$ cat src/rtl/vga_fb_fetch_arbiter.sv
// Framebuffer RAM port controller: raster prefetch into a FWFT FIFO for the VGA
// scan-out, sharing the single RAM port with CPU pixel writes.
module vga_fb_fetch_arbiter #(
    parameter int H_ACTIVE   = 640,
    parameter int V_ACTIVE   = 480,
    parameter int ADDR_W     = 19,
    parameter int DATA_W     = 12,
    parameter int FIFO_DEPTH = 8
) (
    input  logic              clk,
    input  logic              rst,
    input  logic              frame_start,
    input  logic              pixel_req,
    output logic              pixel_valid,
    output logic [DATA_W-1:0] pixel_data,
    output logic              underflow,
    input  logic              cpu_valid,
    input  logic [ADDR_W-1:0] cpu_addr,
    input  logic [DATA_W-1:0] cpu_wdata,
    output logic              cpu_ready,
    output logic              ram_en,
    output logic              ram_we,
    output logic [ADDR_W-1:0] ram_addr,
    output logic [DATA_W-1:0] ram_wdata,
    input  logic [DATA_W-1:0] ram_rdata
);
    localparam int PIX   = H_ACTIVE * V_ACTIVE;
    localparam int PTR_W = $clog2(FIFO_DEPTH);
    localparam int CNT_W = PTR_W + 1;
    localparam logic [ADDR_W-1:0] LAST_ADDR = ADDR_W'(PIX - 1);
    localparam logic [ADDR_W:0]   PIX_END   = (ADDR_W+1)'(PIX);
    localparam logic [CNT_W:0]    DEPTH     = (CNT_W+1)'(FIFO_DEPTH);
    localparam logic [CNT_W:0]    HALF      = (CNT_W+1)'(FIFO_DEPTH / 2);

    typedef enum logic [1:0] {S_IDLE, S_FETCH, S_DONE} state_t;

    state_t              state, state_nxt;
    logic                fetching;
    logic [ADDR_W-1:0]   fetch_addr;
    logic [DATA_W-1:0]   fifo_mem [FIFO_DEPTH];
    logic [PTR_W-1:0]    rd_ptr, wr_ptr;
    logic [CNT_W-1:0]    count;
    logic                inflight;
    logic [CNT_W:0]      occ;
    logic                fetch_ok, urgent, cpu_in_range;
    logic                grant_fetch, grant_cpu, cpu_wr;
    logic                push, pop;

    assign occ          = {1'b0, count} + (CNT_W+1)'(inflight);
    assign fetch_ok     = fetching && (occ < DEPTH) && !frame_start;
    assign urgent       = occ < HALF;
    assign cpu_in_range = {1'b0, cpu_addr} < PIX_END;

    // Priority flips with occupancy: display refill first when running low.
    always_comb begin
        grant_fetch = 1'b0;
        grant_cpu   = 1'b0;
        if (!rst) begin
            if (urgent) begin
                if (fetch_ok)       grant_fetch = 1'b1;
                else if (cpu_valid) grant_cpu   = 1'b1;
            end else begin
                if (cpu_valid)      grant_cpu   = 1'b1;
                else if (fetch_ok)  grant_fetch = 1'b1;
            end
        end
    end

    assign cpu_wr    = grant_cpu && cpu_in_range;
    assign cpu_ready = grant_cpu;
    assign ram_en    = grant_fetch || cpu_wr;
    assign ram_we    = cpu_wr;
    assign ram_addr  = cpu_wr ? cpu_addr : (grant_fetch ? fetch_addr : '0);
    assign ram_wdata = cpu_wr ? cpu_wdata : '0;

    // A read returning in the frame_start cycle belongs to the old frame.
    assign push        = inflight && !frame_start;
    assign pixel_valid = (count != '0);
    assign pop         = pixel_req && pixel_valid && !frame_start;
    assign pixel_data  = pixel_valid ? fifo_mem[rd_ptr] : '0;

    always_ff @(posedge clk or posedge rst) begin
        if (rst) state <= S_IDLE;
        else     state <= state_nxt;
    end

    always_comb begin
        state_nxt = state;
        if (frame_start)
            state_nxt = S_FETCH;
        else if (state == S_FETCH && grant_fetch && fetch_addr == LAST_ADDR)
            state_nxt = S_DONE;
    end

    always_comb begin
        fetching = (state == S_FETCH);
    end

    always_ff @(posedge clk or posedge rst) begin
        if (rst) begin
            count      <= '0;
            rd_ptr     <= '0;
            wr_ptr     <= '0;
            inflight   <= 1'b0;
            underflow  <= 1'b0;
            fetch_addr <= '0;
        end else if (frame_start) begin
            count      <= '0;
            rd_ptr     <= '0;
            wr_ptr     <= '0;
            inflight   <= 1'b0;
            underflow  <= 1'b0;
            fetch_addr <= '0;
        end else begin
            inflight <= grant_fetch;
            count    <= count + CNT_W'(push) - CNT_W'(pop);
            if (push)        wr_ptr     <= wr_ptr + 1'b1;
            if (pop)         rd_ptr     <= rd_ptr + 1'b1;
            if (grant_fetch) fetch_addr <= fetch_addr + 1'b1;
            if (pixel_req && !pixel_valid) underflow <= 1'b1;
        end
    end

    always_ff @(posedge clk) begin
        if (push) fifo_mem[wr_ptr] <= ram_rdata;
    end

endmodule
$ cat config.mk
export PLATFORM = sky130hd
export DESIGN_NAME = vga_fb_fetch_arbiter
export DESIGN_NICKNAME = d
export VERILOG_FILES = /design/src/rtl/vga_fb_fetch_arbiter.sv
export SDC_FILE = /design/constraint.sdc
export NUM_CORES = 1
export LEC_CHECK = 0
export ABC_AREA = 0
export BUFFER_PORTS_ARGS = -buffer_cell sky130_fd_sc_hd__clkbuf_2
export CAP_MARGIN = 15
export CORE_ASPECT_RATIO = 0.8
export CORE_MARGIN = 10
export CORE_UTILIZATION = 29
export DETAILED_ROUTE_END_ITERATION = 8
export PLACE_DENSITY_LB_ADDON = 0.12
export SYNTH_ARGS = -nofsm -noshare
export SYNTH_HDL_FRONTEND = slang
export SYNTH_SLANG_ARGS = --single-unit
export TNS_END_PERCENT = 1
$ cat constraint.sdc
create_clock -name clk -period 6.62 [get_ports clk]
set_clock_uncertainty 0.05 [all_clocks]
set_input_delay 0.331 -clock clk [delete_from_list [all_inputs] [get_ports clk]]
set_output_delay 0.331 -clock clk [all_outputs]
set_load 0.01 [all_outputs]
==> results_dict.tcl <==
set metrics [dict create \
    run_status "completed" \
    dp_worst_setup_slack_ps 3310 \
    tritoncts "yes" \
    layout_commonest_cell "sky130_fd_sc_hd__edfxtp_1" \
    antennaDiodeCount 0 \
    setup_viol 0 \
    area_growth_pct 23.97 \
    grt_pass1_wl_um 22790 \
    r2r_cells 13 \
    critPathMaxStageDelay_ps 610 \
    portBuffers 95 \
    path_clk_slew_ps 60 \
    avgSynthCellArea_sq_um 14.64 \
    syn-instance-count 398 \
    cell_with_the_largest_stage_delay_on_the_worst_path "sky130_fd_sc_hd__inv_1" \
    floorplan.core_area_sq_um 19800 \
    flop_pwr_share_pct 39.8 \
    yosys_register_bits 129 \
    crit_end "ram_addr[18]" \
    combPwrFrac_pct 21.6 \
    setup_ws_ps 3077 \
    cp_num_buf_inv 2 \
    cts_num_sinks 129 \
    path_type_of_the_worst_setup_path "flop to output pin" \
    wirelength_um 14300 \
    syn-cell-area_sq_um 5826 \
    period_needed_ps 3543 \
    crit_path_start "count[1]$_DFF_PP0_" \
    drt_iter0_drc 250 \
    cts_repair_resize_count 0 \
    htree_num_levels 4 \
    pins_over_their_slew_limit 0 \
    maxClockFrequency_ghz 0.2823 \
    first_pass_iters 4 \
    worst_ep_arrival_time_ps 3160 \
    post_drt_wl_per_cell_um 18.35 \
    die-width_um 178.5 \
    hpwl_um 9612 \
    report.final.hold_viol_count 0 \
    final_nets 561 \
    grt_setup_unrepaired "no" \
    die_height_um 146.8 \
    critical_path.top_delay_family "compound AO/OA/AOI/OAI gates" \
    netlist.area_leader.share_pct 49.48 \
    r2r_end "count[2]$_DFF_PP0_" \
    globalRouteTotalUtil_pct 11.48 \
    async_reset_ff_share_pct 25.58 \
    max_cap_violations 0 \
    initial_utilization_pct 29.42 \
    cellLeakagePower_nw 2.729 \
    number_of_global_route_vias_before_repair 3888 \
    ys_types 45 \
    largest_net_degree_at_the_start_of_global_routing 35 \
    critical_path_peak_fanout 24 \
    hold_path.class "primary input to flop" \
    ctsLongestPathBuffers 2 \
    synth_seq_area_share_pct 63.66 \
    clk_latency_ps 410 \
    floorplan.die_area_sq_um 26190 \
    switching_share_pct 27.15 \
    tritoncts.num_buffers 17 \
    gp_congestion 0.7578 \
    detail_route.vias_per_cell 4.661 \
    detail-route-antenna-nets 0 \
    critical_path.reg2reg.startpoint "count[2]$_DFF_PP0_" \
    highest_count_cells_in_the_layout_ignoring_fill_and_taps "96 x sky130_fd_sc_hd__edfxtp_1, 95 x sky130_fd_sc_hd__clkbuf_2, 35 x sky130_fd_sc_hd__nor2_1" \
    antenna_found_initial 0 \
    share_of_total_power_in_the_clock_network_pct 38.7 \
    totalNegativeSetupSlack_ps 0 \
    switchingPower_w 0.0006300 \
    worst_hold_slack_ps 153.8 \
    power.ir.vdd_worst_v 0.0001349 \
    r2r_setup_slack_ps 3900 \
    timing.critical_path.depth 8 \
    cts-root-buf "sky130_fd_sc_hd__clkbuf_16" \
    fin_util_pct 36.48 \
    postSynth.topFlopCell "sky130_fd_sc_hd__edfxtp_1" \
    fin_crit_share_pct 53.52 \
    drive_gt1_share_pct 33.79 \
    gr-total-overflow 0 \
    int_pwr_w 0.001691 \
    timing.slew.headroom_pct 40.04 \
    timing.critical_path.cells "ha_1 -> nand3_1 -> a2bb2oi_1 -> nand3_2 -> inv_1 -> o2bb2a_1 -> nor2_1 -> clkbuf_2" \
    post_synth_main_area_contributors "sky130_fd_sc_hd__edfxtp_1 49%, sky130_fd_sc_hd__dfrtp_1 14%, sky130_fd_sc_hd__mux4_2 9.3%" \
    power_density_nw_per_um2 321.4 \
    drc 0 \
    cp-end-kind "output pin" \
    synth-edff-count 96 \
    timing.critical_path.from_type "flop" \
    req_time_crit_path_ps 6240 \
    synth_top_cell_by_area "sky130_fd_sc_hd__edfxtp_1" \
    detailroute.via_count 3631 \
    ios 96 \
    synth-warning-count 0 \
    synth.net_count 457 \
    tightest_slew_ps 899.3 \
    rows 46 \
]
-- cell usage after synthesis (3+ instances only) --
cell and count:
sky130_fd_sc_hd__buf_2 5, sky130_fd_sc_hd__nor4_1 3, sky130_fd_sc_hd__nor2b_1 4, sky130_fd_sc_hd__inv_1 14, sky130_fd_sc_hd__a21oi_1 10, sky130_fd_sc_hd__clkbuf_1 12
sky130_fd_sc_hd__nor2_1 38, sky130_fd_sc_hd__o211ai_1 3, sky130_fd_sc_hd__or2_2 4, sky130_fd_sc_hd__nand3_1 11, sky130_fd_sc_hd__o41ai_1 3, sky130_fd_sc_hd__nand4_1 5
sky130_fd_sc_hd__ha_1 10, sky130_fd_sc_hd__o31ai_1 7, sky130_fd_sc_hd__or4_1 4, sky130_fd_sc_hd__nor3_1 3, sky130_fd_sc_hd__a22o_1 18, sky130_fd_sc_hd__o21ai_0 6
sky130_fd_sc_hd__dfrtp_1 33, sky130_fd_sc_hd__mux2i_1 15, sky130_fd_sc_hd__and2_1 14, sky130_fd_sc_hd__mux4_2 24, sky130_fd_sc_hd__xnor2_1 4, sky130_fd_sc_hd__nand2_1 16
sky130_fd_sc_hd__nand2b_1 3, sky130_fd_sc_hd__and3_1 5, sky130_fd_sc_hd__edfxtp_1 96, sky130_fd_sc_hd__xor2_1 5
-- layout make-up --
cell class | instances | area (sq um)
Timing Repair Buffer | 106 | 560.5
Fill cell | 1941 | 12580
Tap cell | 264 | 330.3
Multi-Input combinational cell | 234 | 1986
Clock inverter | 7 | 45.04
Inverter | 14 | 52.55
Sequential cell | 129 | 3709
Clock buffer | 25 | 539.3
-- sequential cells by signal, indices dropped and copies added, names as in the netlist --
name	cells
underflow	1
inflight	1
fetch_addr	19
state	2
count	4
rd_ptr	3
fifo_mem	96
wr_ptr	3
-- power by group through the flow --
stage / Sequential [W] / Clock [W] / Combinational [W]
floorplan: 0.000932 / 0 / 0.000347
global placement: 0.000939 / 0 / 0.000519
detailed placement: 0.000939 / 0 / 0.000522
CTS: 0.000923 / 0.000923 / 0.000523
global route: 0.000927 / 0.000960 / 0.000571
finish: 0.000923 / 0.000898 / 0.000500
-- worst min path at each step --
stage                       startpoint                          to  slack [ps]  cells past startpoint
after global routing      ram_rdata[0]    fifo_mem[2][0]$_DFFE_PP_         150                      1
final                     ram_rdata[5]    fifo_mem[3][5]$_DFFE_PP_         150                      1
after CTS                 ram_rdata[6]    fifo_mem[1][6]$_DFFE_PP_         130                      1
after global placement             rst  fetch_addr[16]$_DFFE_PP0P_         430                      3
after floorplan           ram_rdata[0]    fifo_mem[0][0]$_DFFE_PP_         380                      0
after detailed placement           rst  fetch_addr[14]$_DFFE_PP0P_         440                      3
-- per-layer routing --
layer | routed length [um] | share of wire (%) | vias up | GRT usage, %
met2 | 6787 | 47 | 65 | 17.53
met1 | 6583 | 46 | 1810 | 14.97
met4 | 225 | 1.6 | 0 | 4.333
met3 | 701 | 4.9 | 16 | 3.509
met5 | 0 | 0 | - | 0
li1 | - | - | 1740 | -
-- cells by family after synthesis --
logic type / Yosys count / synth area share, %
multiplexers: 41 / 12.24
AND/OR/NAND/NOR: 117 / 10.35
XOR/XNOR: 9 / 1.353
adder cells (fa/ha/maj): 11 / 2.491
buffers and inverters: 35 / 2.620
AO/OA/AOI/OAI: 56 / 7.281
flip-flops: 129 / 63.66
-- through the flow --
| stage | total power, W | cell area (sq um) | cells |
|---|---|---|---|
| after floorplan | 0.001279 | 5826 | 398 |
| after global placement | 0.001458 | 6628 | 746 |
| after detailed placement | 0.001461 | 6628 | 746 |
| after CTS | 0.002369 | 7222 | 779 |
| after global routing | 0.002458 | 7222 | 779 |
| final | 0.002321 | 7222 | 779 |
-- repair_timing --
action | 4_1_cts | 5_1_grt
buffers inserted | 0 | 0
hold buffers | 1 | 0
hold endpoints to repair | 11 | 0
(Power assumes the default switching activity.)
